File: src/rtl/memory_pkg.sv
// Shared types and constants for the memory-stage slice.
// MEM_TIMEOUT_EN (optional) enables the bus timeout in dmem_ctrl.
package memory_pkg;

  typedef enum logic {
    IDLE = 1'b0,
    BUSY = 1'b1
  } mem_state_t;

  localparam int TIMEOUT_LIMIT = 16;
  localparam int TIMEOUT_W     = 4;

  function automatic logic is_misaligned(input logic [31:0] addr);
    return addr[1:0] != 2'b00;
  endfunction

endpackage

File: src/rtl/memory_dmem_ctrl.sv
// Data-bus handshake FSM for the memory stage.
// With MEM_TIMEOUT_EN defined, an unacknowledged access is abandoned after TIMEOUT_LIMIT cycles.
module dmem_ctrl
  import memory_pkg::*;
(
  input  logic clk,
  input  logic rst_n,
  input  logic access,
  input  logic misaligned,
  input  logic dmem_ack,
  output logic dmem_req,
  output logic stall,
  output logic timeout
);

  mem_state_t state;

`ifdef MEM_TIMEOUT_EN
  logic [TIMEOUT_W-1:0] busy_cnt;

  // The last counted BUSY cycle drops the request so upstream can move on.
  assign timeout = (state == BUSY) && (busy_cnt == TIMEOUT_W'(TIMEOUT_LIMIT - 1));
`else
  assign timeout = 1'b0;
`endif

  // Gating with rst_n drops the request at once when reset hits mid-access.
  assign dmem_req = rst_n & ((((state == IDLE) & access & ~misaligned)) |
                             ((state == BUSY) & ~timeout));
  assign stall    = dmem_req & ~dmem_ack;

  always_ff @(posedge clk or negedge rst_n) begin
    if (!rst_n) begin
      state <= IDLE;
`ifdef MEM_TIMEOUT_EN
      busy_cnt <= '0;
`endif
    end else begin
      case (state)
        IDLE: begin
          if (dmem_req && !dmem_ack) begin
            state <= BUSY;
`ifdef MEM_TIMEOUT_EN
            busy_cnt <= '0;
`endif
          end
        end
        BUSY: begin
          if (timeout || dmem_ack) begin
            state <= IDLE;
          end
`ifdef MEM_TIMEOUT_EN
          else begin
            busy_cnt <= busy_cnt + 1'b1;
          end
`endif
        end
        default: state <= IDLE;
      endcase
    end
  end

endmodule

File: src/rtl/memory.sv
// Pipeline memory stage: issues loads/stores on the data bus and holds the MEM/WB registers.
// Optional bus timeout is enabled by defining MEM_TIMEOUT_EN.
module memory
  import memory_pkg::*;
(
  input  logic        clk,
  input  logic        rst_n,
  input  logic [31:0] alu_data_ex_mem,
  input  logic [31:0] rt_data_ex_mem,
  input  logic        mem_en_ex_mem,
  input  logic        rd_data_sel_ex_mem,
  input  logic        rd_en_ex_mem,
  input  logic [4:0]  rd_addr_ex_mem,
  output logic        dmem_req,
  output logic        dmem_we,
  output logic [31:0] dmem_addr,
  output logic [31:0] dmem_wdata,
  input  logic        dmem_ack,
  input  logic [31:0] dmem_rdata,
  output logic        stall_mem,
  output logic        rd_en_mem_wb,
  output logic [4:0]  rd_addr_mem_wb,
  output logic [31:0] rd_data_mem_wb,
  output logic        align_err,
  output logic        bus_err
);

  logic access;
  logic misaligned;
  logic timeout;

  assign access     = mem_en_ex_mem | (rd_data_sel_ex_mem & rd_en_ex_mem);
  assign misaligned = access & is_misaligned(alu_data_ex_mem);

  dmem_ctrl u_dmem_ctrl (
    .clk        (clk),
    .rst_n      (rst_n),
    .access     (access),
    .misaligned (misaligned),
    .dmem_ack   (dmem_ack),
    .dmem_req   (dmem_req),
    .stall      (stall_mem),
    .timeout    (timeout)
  );

  assign dmem_we    = dmem_req & mem_en_ex_mem;
  assign dmem_addr  = {alu_data_ex_mem[31:2], 2'b00};
  assign dmem_wdata = rt_data_ex_mem;

  // A store wins over a load-select, so mem_en kills writeback as well.
  always_ff @(posedge clk or negedge rst_n) begin
    if (!rst_n) begin
      rd_en_mem_wb   <= 1'b0;
      rd_addr_mem_wb <= '0;
      rd_data_mem_wb <= '0;
      align_err      <= 1'b0;
    end else begin
      align_err <= misaligned;
      if (stall_mem) begin
        rd_en_mem_wb <= 1'b0;
      end else begin
        rd_en_mem_wb   <= rd_en_ex_mem & ~misaligned & ~mem_en_ex_mem & ~timeout;
        rd_addr_mem_wb <= rd_addr_ex_mem;
        rd_data_mem_wb <= rd_data_sel_ex_mem ? dmem_rdata : alu_data_ex_mem;
      end
    end
  end

`ifdef MEM_TIMEOUT_EN
  always_ff @(posedge clk or negedge rst_n) begin
    if (!rst_n) begin
      bus_err <= 1'b0;
    end else begin
      bus_err <= timeout;
    end
  end
`else
  assign bus_err = 1'b0;
`endif

endmodule

File: config.mk
export PLATFORM = sky130hd
export DESIGN_NAME = memory
export DESIGN_NICKNAME = d
export VERILOG_FILES = /design/src/rtl/memory_pkg.sv /design/src/rtl/memory_dmem_ctrl.sv /design/src/rtl/memory.sv
export SDC_FILE = /design/constraint.sdc
export NUM_CORES = 1
export LEC_CHECK = 0
export ABC_AREA = 1
export CORE_ASPECT_RATIO = 1.75
export CORE_MARGIN = 1
export CORE_UTILIZATION = 36
export CTS_CLUSTER_DIAMETER = 40
export DETAILED_ROUTE_END_ITERATION = 10
export HOLD_SLACK_MARGIN = 0.15
export PLACE_DENSITY = 0.88
export SETUP_SLACK_MARGIN = 0.4
export SYNTH_ARGS = -nofsm -noshare
export SYNTH_HDL_FRONTEND = slang
export SYNTH_SLANG_ARGS = --single-unit
File: constraint.sdc
create_clock -name clk -period 1.6 [get_ports clk]
set_input_delay 0.24 -clock clk [delete_from_list [all_inputs] [get_ports clk]]
set_output_delay 0.24 -clock clk [all_outputs]
set_load 0.02 [all_outputs]
==> results <==
- For this design the total switching power over the nets is 957.0 uW.
- The endpoint identified for the worst register-to-register timing path is rd_data_mem_wb[28].
- For this run, design rule violations remaining after detail routing come to 0.
- The number of enable-type register cells in the synthesized netlist is 0.
- Compared with the post-synthesis result, the final layout area differs by 41.47%.
- The hold slack is -0.2110 ns.
- The master cell of the clock root buffer is sky130_fd_sc_hd__clkbuf_16.
- In the global route stage, overall resource usage came out at 0.1863.
- In this run, the number of DRC markers left after iteration 0 of detailed routing was 119.
- The clock tree synthesis step divided the H-tree into 2 levels.
- The clock tree from TritonCTS is done.
- The tree built by TritonCTS fans out to 40 sinks.
- The half-perimeter wire length after placement is 5.187 mm.
- The fraction of power spent switching nets is 0.2916.
- The site row count is 40.
- Of the cells placed in the final design, the portion with a size suffix greater than 1 is 0.3757.
- The area of the die is 7615 um2.
- The wire length reported by the detailed router is 7.288 mm.
- The number of global-route vias before repair was 2,278.
- The initial antenna violation count is 0.
- The die is 114.7 um tall.
- The cell area that synthesis handed to floorplanning was 2613 um2.
- The portion of synthesized cell area occupied by the leading cell type is 0.3831.
- Of the total power, the clock network draws 0.340.
- The final core utilization is 0.5313.
- Walking the worst path, the cells encountered are inv_2 > nand2_4 > nand2_4 > inv_4 > nand2_2 > inv_2 > buf_6.
- The internal power component is 2324 uW.
- Of the total synthesized cell area, the portion taken by XOR and XNOR cells is 0.
- The maximum buffer depth of the clock tree is 2.
- The congestion estimate from routability-driven global placement came to 0.6676.
- The number of warnings printed during yosys synthesis is 0.
- The average vias per placed instance is 4.896.
- The met1 track demand over resource in global routing is 0.1735.
- The number of I/O port buffers is 146.
- The clock buffer count from CTS is 5.
- The worst setup path is launched from a flop.
- In the final design database the tool counted 484 nets.
- The clock latency reported for the late side of the worst-skew pair is 0.27 ns.
- Once placement finished, the instance area stood at 3636 um2.
- The worst flop-to-flop path startpoint is u_dmem_ctrl.state.
- The largest stage delay on the critical path is 0.37 ns.
- IR analysis of the VDD net gives a maximum drop of 522.8 uV.
- The dominant synthesized flop cell is sky130_fd_sc_hd__dfrtp_1.
- The biggest area contributor in the post-synthesis netlist is sky130_fd_sc_hd__dfrtp_1.
- Dividing the final minimum period by the clock period gives 0.8287.
- Fill cells in the final layout number 656.
- The proportion of power drawn by combinational gates is 0.303.
- The checks that failed: hold timing.
- With fillers left out, the area of the finished cells amounts to 3696 um2.
- For the worst setup path, the data arrival time is 1.09 ns.
- The adder-cell share of the synthesized area is 0.
- Sorting the synthesized cells by area gives the leading types as sky130_fd_sc_hd__dfrtp_1, sky130_fd_sc_hd__buf_4, sky130_fd_sc_hd__mux2_2, sky130_fd_sc_hd__nand2_1, sky130_fd_sc_hd__nand4_1.
- Entering global routing, the biggest net connects 77 pins.
- The met2 demand-to-capacity share in global routing is 0.3646.
- The hold violation count in the final report is 1.
- Setup repair after global routing could not meet its margin everywhere.
- Setup violations remaining at the end of the flow were counted as 0.
- The synthesized design contains 40 register bits.
- The top fanout value on the critical path is 4.
- By startpoint and endpoint, the worst setup path is classified as reg2out.
- The share of the Yosys chip area taken by registers is 0.3831.
- The final global-route overflow total is 0.
- The number of distinct library cells after synthesis is 20.
- The critical-path cell with the highest stage delay is sky130_fd_sc_hd__dfrtp_1.
- The beginning of the critical path is u_dmem_ctrl.state.
- The core region is 6957 um2.
- The final clock skew is 0.002098 ns.
- The type of destination of the critical path is a primary output.
- The routed layout has 2,262 vias.
- The average detailed-routed wire length per instance is 15.77 um.
- The number of pins exceeding their max-slew limit in the final report is 0.
- The ratio of total power to cell area is 887.8 nW/um2.
- The repair_antennas step left the layout with diodes totalling 0.
- Dividing the synthesized area by the synthesized cell count gives 9.009 um2.
- The peak-usage layer in the global routing report is met2.
- For the finished layout, the period the worst path requires is 1.326 ns.
- The x dimension of the die is 66.40 um.
- Counting tap cells, the placed design contains a total of 447 instances.
- Counting instances in the post-synthesis netlist gives the leading cell types as sky130_fd_sc_hd__nand2_1, sky130_fd_sc_hd__buf_4, sky130_fd_sc_hd__dfrtp_1.
- The post-route antenna net violation count is 0.
- Measured against the total synthesized area, the mux share comes to 0.1379.
- The termination of the worst setup path is dmem_we.
- The first global-routing pass estimated 10.72 mm of wire.
- For this run, the top clock speed supported by timing is 0.7542 GHz.
- The number of standard cells after synthesis is 290.
- The max-capacitance violation count is 0.
- The first detailed-routing pass took 4 iterations.
- Of the total synthesized cell area, the portion taken by AND, OR, NAND and NOR gates is 0.2189.
- Setup slack on the worst reg-to-reg path comes out at 0.43 ns.
- Once layout is complete, the cells apart from fillers number 462.
- In the global route stage, met3 resource usage came out at 0.03386.
- The cell leakage power is 0.001796 uW.
- The run finished, with violations left.
- In this run the worst hold path is classified as in2async.
- The most instantiated library cell after synthesis is sky130_fd_sc_hd__nand2_1.
- The fraction of power consumed by sequential logic is 0.358.
- For this run, asynchronously set or reset flops after synthesis account for 1.000.
- The effective utilization at floorplan is 0.3755.
- The total negative slack for setup checks is 0 ns.
- The number of cells on the worst reg-to-reg path is 7.
- The share of the synthesized area in compound gates (AO/OA/AOI/OAI) came to 0.003831.
- For the worst setup path, the data required time is 1.36 ns.
- In this run the count of I/O pins placed on the die edge is 214.
- The combinational family with the most area after synthesis is buffers and inverters.
- Clock-pin slew was measured on the worst setup and hold paths at 0.06 ns.
-- sequential cells by signal (all words and copies together), names as in the netlist --
signal,count
u_dmem_ctrl.state,1
align_err,1
rd_data_mem_wb,32
rd_en_mem_wb,1
rd_addr_mem_wb,5
-- worst max-delay path, delay by kind of cell, from the launching register on --
| family | cells | cell delay, ns |
|---|---|---|
| DFF | 1 | 0.37 |
| buffers and inverters | 4 | 0.27 |
| and+or+nand+nor | 3 | 0.18 |
-- routing by layer --
| metal | vias up | share of wire |
|---|---|---|
| met5 | - | 0 |
| met4 | 0 | 0.031 |
| met3 | 34 | 0.058 |
| met2 | 93 | 0.59 |
| met1 | 1070 | 0.32 |
| li1 | 1065 | - |
-- logic make-up (layout without fill, tap and decap cells) --
logic type / Yosys count / in the layout
buffers and inverters: 93 / 179
DFF: 40 / 40
other: 1 / 3
muxes: 32 / 32
and+or+nand+nor: 122 / 122
AOI/OAI and AO/OA: 2 / 2
-- power groups by stage --
| stage | combinational [uW] | sequential (uW) | clock (uW) |
|---|---|---|---|
| 4_1_cts | 966 | 1170 | 1150 |
| 5_1_grt | 1060 | 1190 | 1190 |
| 6_report | 994 | 1170 | 1110 |
| 3_3_place_gp | 1010 | 1180 | 0 |
| 2_1_floorplan | 526 | 1310 | 0 |
| 3_5_place_dp | 1030 | 1190 | 0 |
-- stage by stage --
stage | total power, uW | setup WS, ns
2_1_floorplan | 1840 | 0.4065
3_3_place_gp | 2193 | -0.4270
3_5_place_dp | 2217 | -0.4762
4_1_cts | 3290 | 0.2599
5_1_grt | 3438 | 0.2283
6_report | 3281 | 0.2741
-- layout make-up --
type / instances / area [um2] / share of cell area
repair buffers: 163 / 1424 / 0.3852
flip-flops and latches: 40 / 1001 / 0.2708
multi-input cells: 159 / 965.9 / 0.2613
clock buffers: 5 / 125.1 / 0.03385
well taps: 84 / 105.1 / 0.02844
clock inverters: 3 / 42.54 / 0.01151
inverters: 8 / 32.53 / 0.008802
-- how the worst min path moves through the flow --
| stage | from | endpoint | cells past startpoint | slack (ns) |
|---|---|---|---|---|
| global route | rst_n | u_dmem_ctrl.state | 1 | -0.22 |
| floorplan | rst_n | align_err | 0 | -0.06 |
| CTS | rst_n | u_dmem_ctrl.state | 1 | -0.22 |
| finish | rst_n | u_dmem_ctrl.state | 1 | -0.21 |
| detailed placement | rst_n | u_dmem_ctrl.state | 1 | 0.06 |
| global placement | rst_n | u_dmem_ctrl.state | 1 | 0.06 |
-- what timing repair did --
action	4_1_cts	5_1_grt
gates cloned	0	3
setup buffers	3	1
pin swaps	4	14
hold endpoints to repair	40	40
resized for setup	245	29
endpoints found under the setup margin	111	51
-- cell usage in the layout (no fill, tap or decap) --
cell type	synthesis	final
sky130_fd_sc_hd__nor2_1	2	1
sky130_fd_sc_hd__nand2_1	78	76
sky130_fd_sc_hd__nand3_2	1	1
sky130_fd_sc_hd__clkbuf_2	0	22
sky130_fd_sc_hd__clkdlybuf4s15_1	0	5
sky130_fd_sc_hd__nand2_4	1	2
sky130_fd_sc_hd__dlygate4sd2_1	0	1
sky130_fd_sc_hd__inv_1	4	2
sky130_fd_sc_hd__inv_2	4	5
sky130_fd_sc_hd__clkdlybuf4s15_2	0	16
sky130_fd_sc_hd__dfrtp_1	40	40
sky130_fd_sc_hd__nand4_1	37	37
sky130_fd_sc_hd__clkbuf_16	0	7
sky130_fd_sc_hd__inv_4	0	1
sky130_fd_sc_hd__buf_4	68	9
sky130_fd_sc_hd__nand2_2	3	4
sky130_fd_sc_hd__conb_1	1	3
sky130_fd_sc_hd__buf_12	1	2
sky130_fd_sc_hd__o21ai_0	1	1
sky130_fd_sc_hd__nor2_2	0	1
sky130_fd_sc_hd__buf_2	12	32
sky130_fd_sc_hd__buf_8	2	2
sky130_fd_sc_hd__buf_6	1	5
sky130_fd_sc_hd__bufinv_16	0	1
sky130_fd_sc_hd__clkinvlp_4	0	1
sky130_fd_sc_hd__o21ai_1	1	1
sky130_fd_sc_hd__clkdlybuf4s50_1	0	67
sky130_fd_sc_hd__mux2_1	2	2
sky130_fd_sc_hd__clkinv_2	0	1
sky130_fd_sc_hd__mux2_2	30	30
Note: power is estimated with default switching activity, not from simulation.
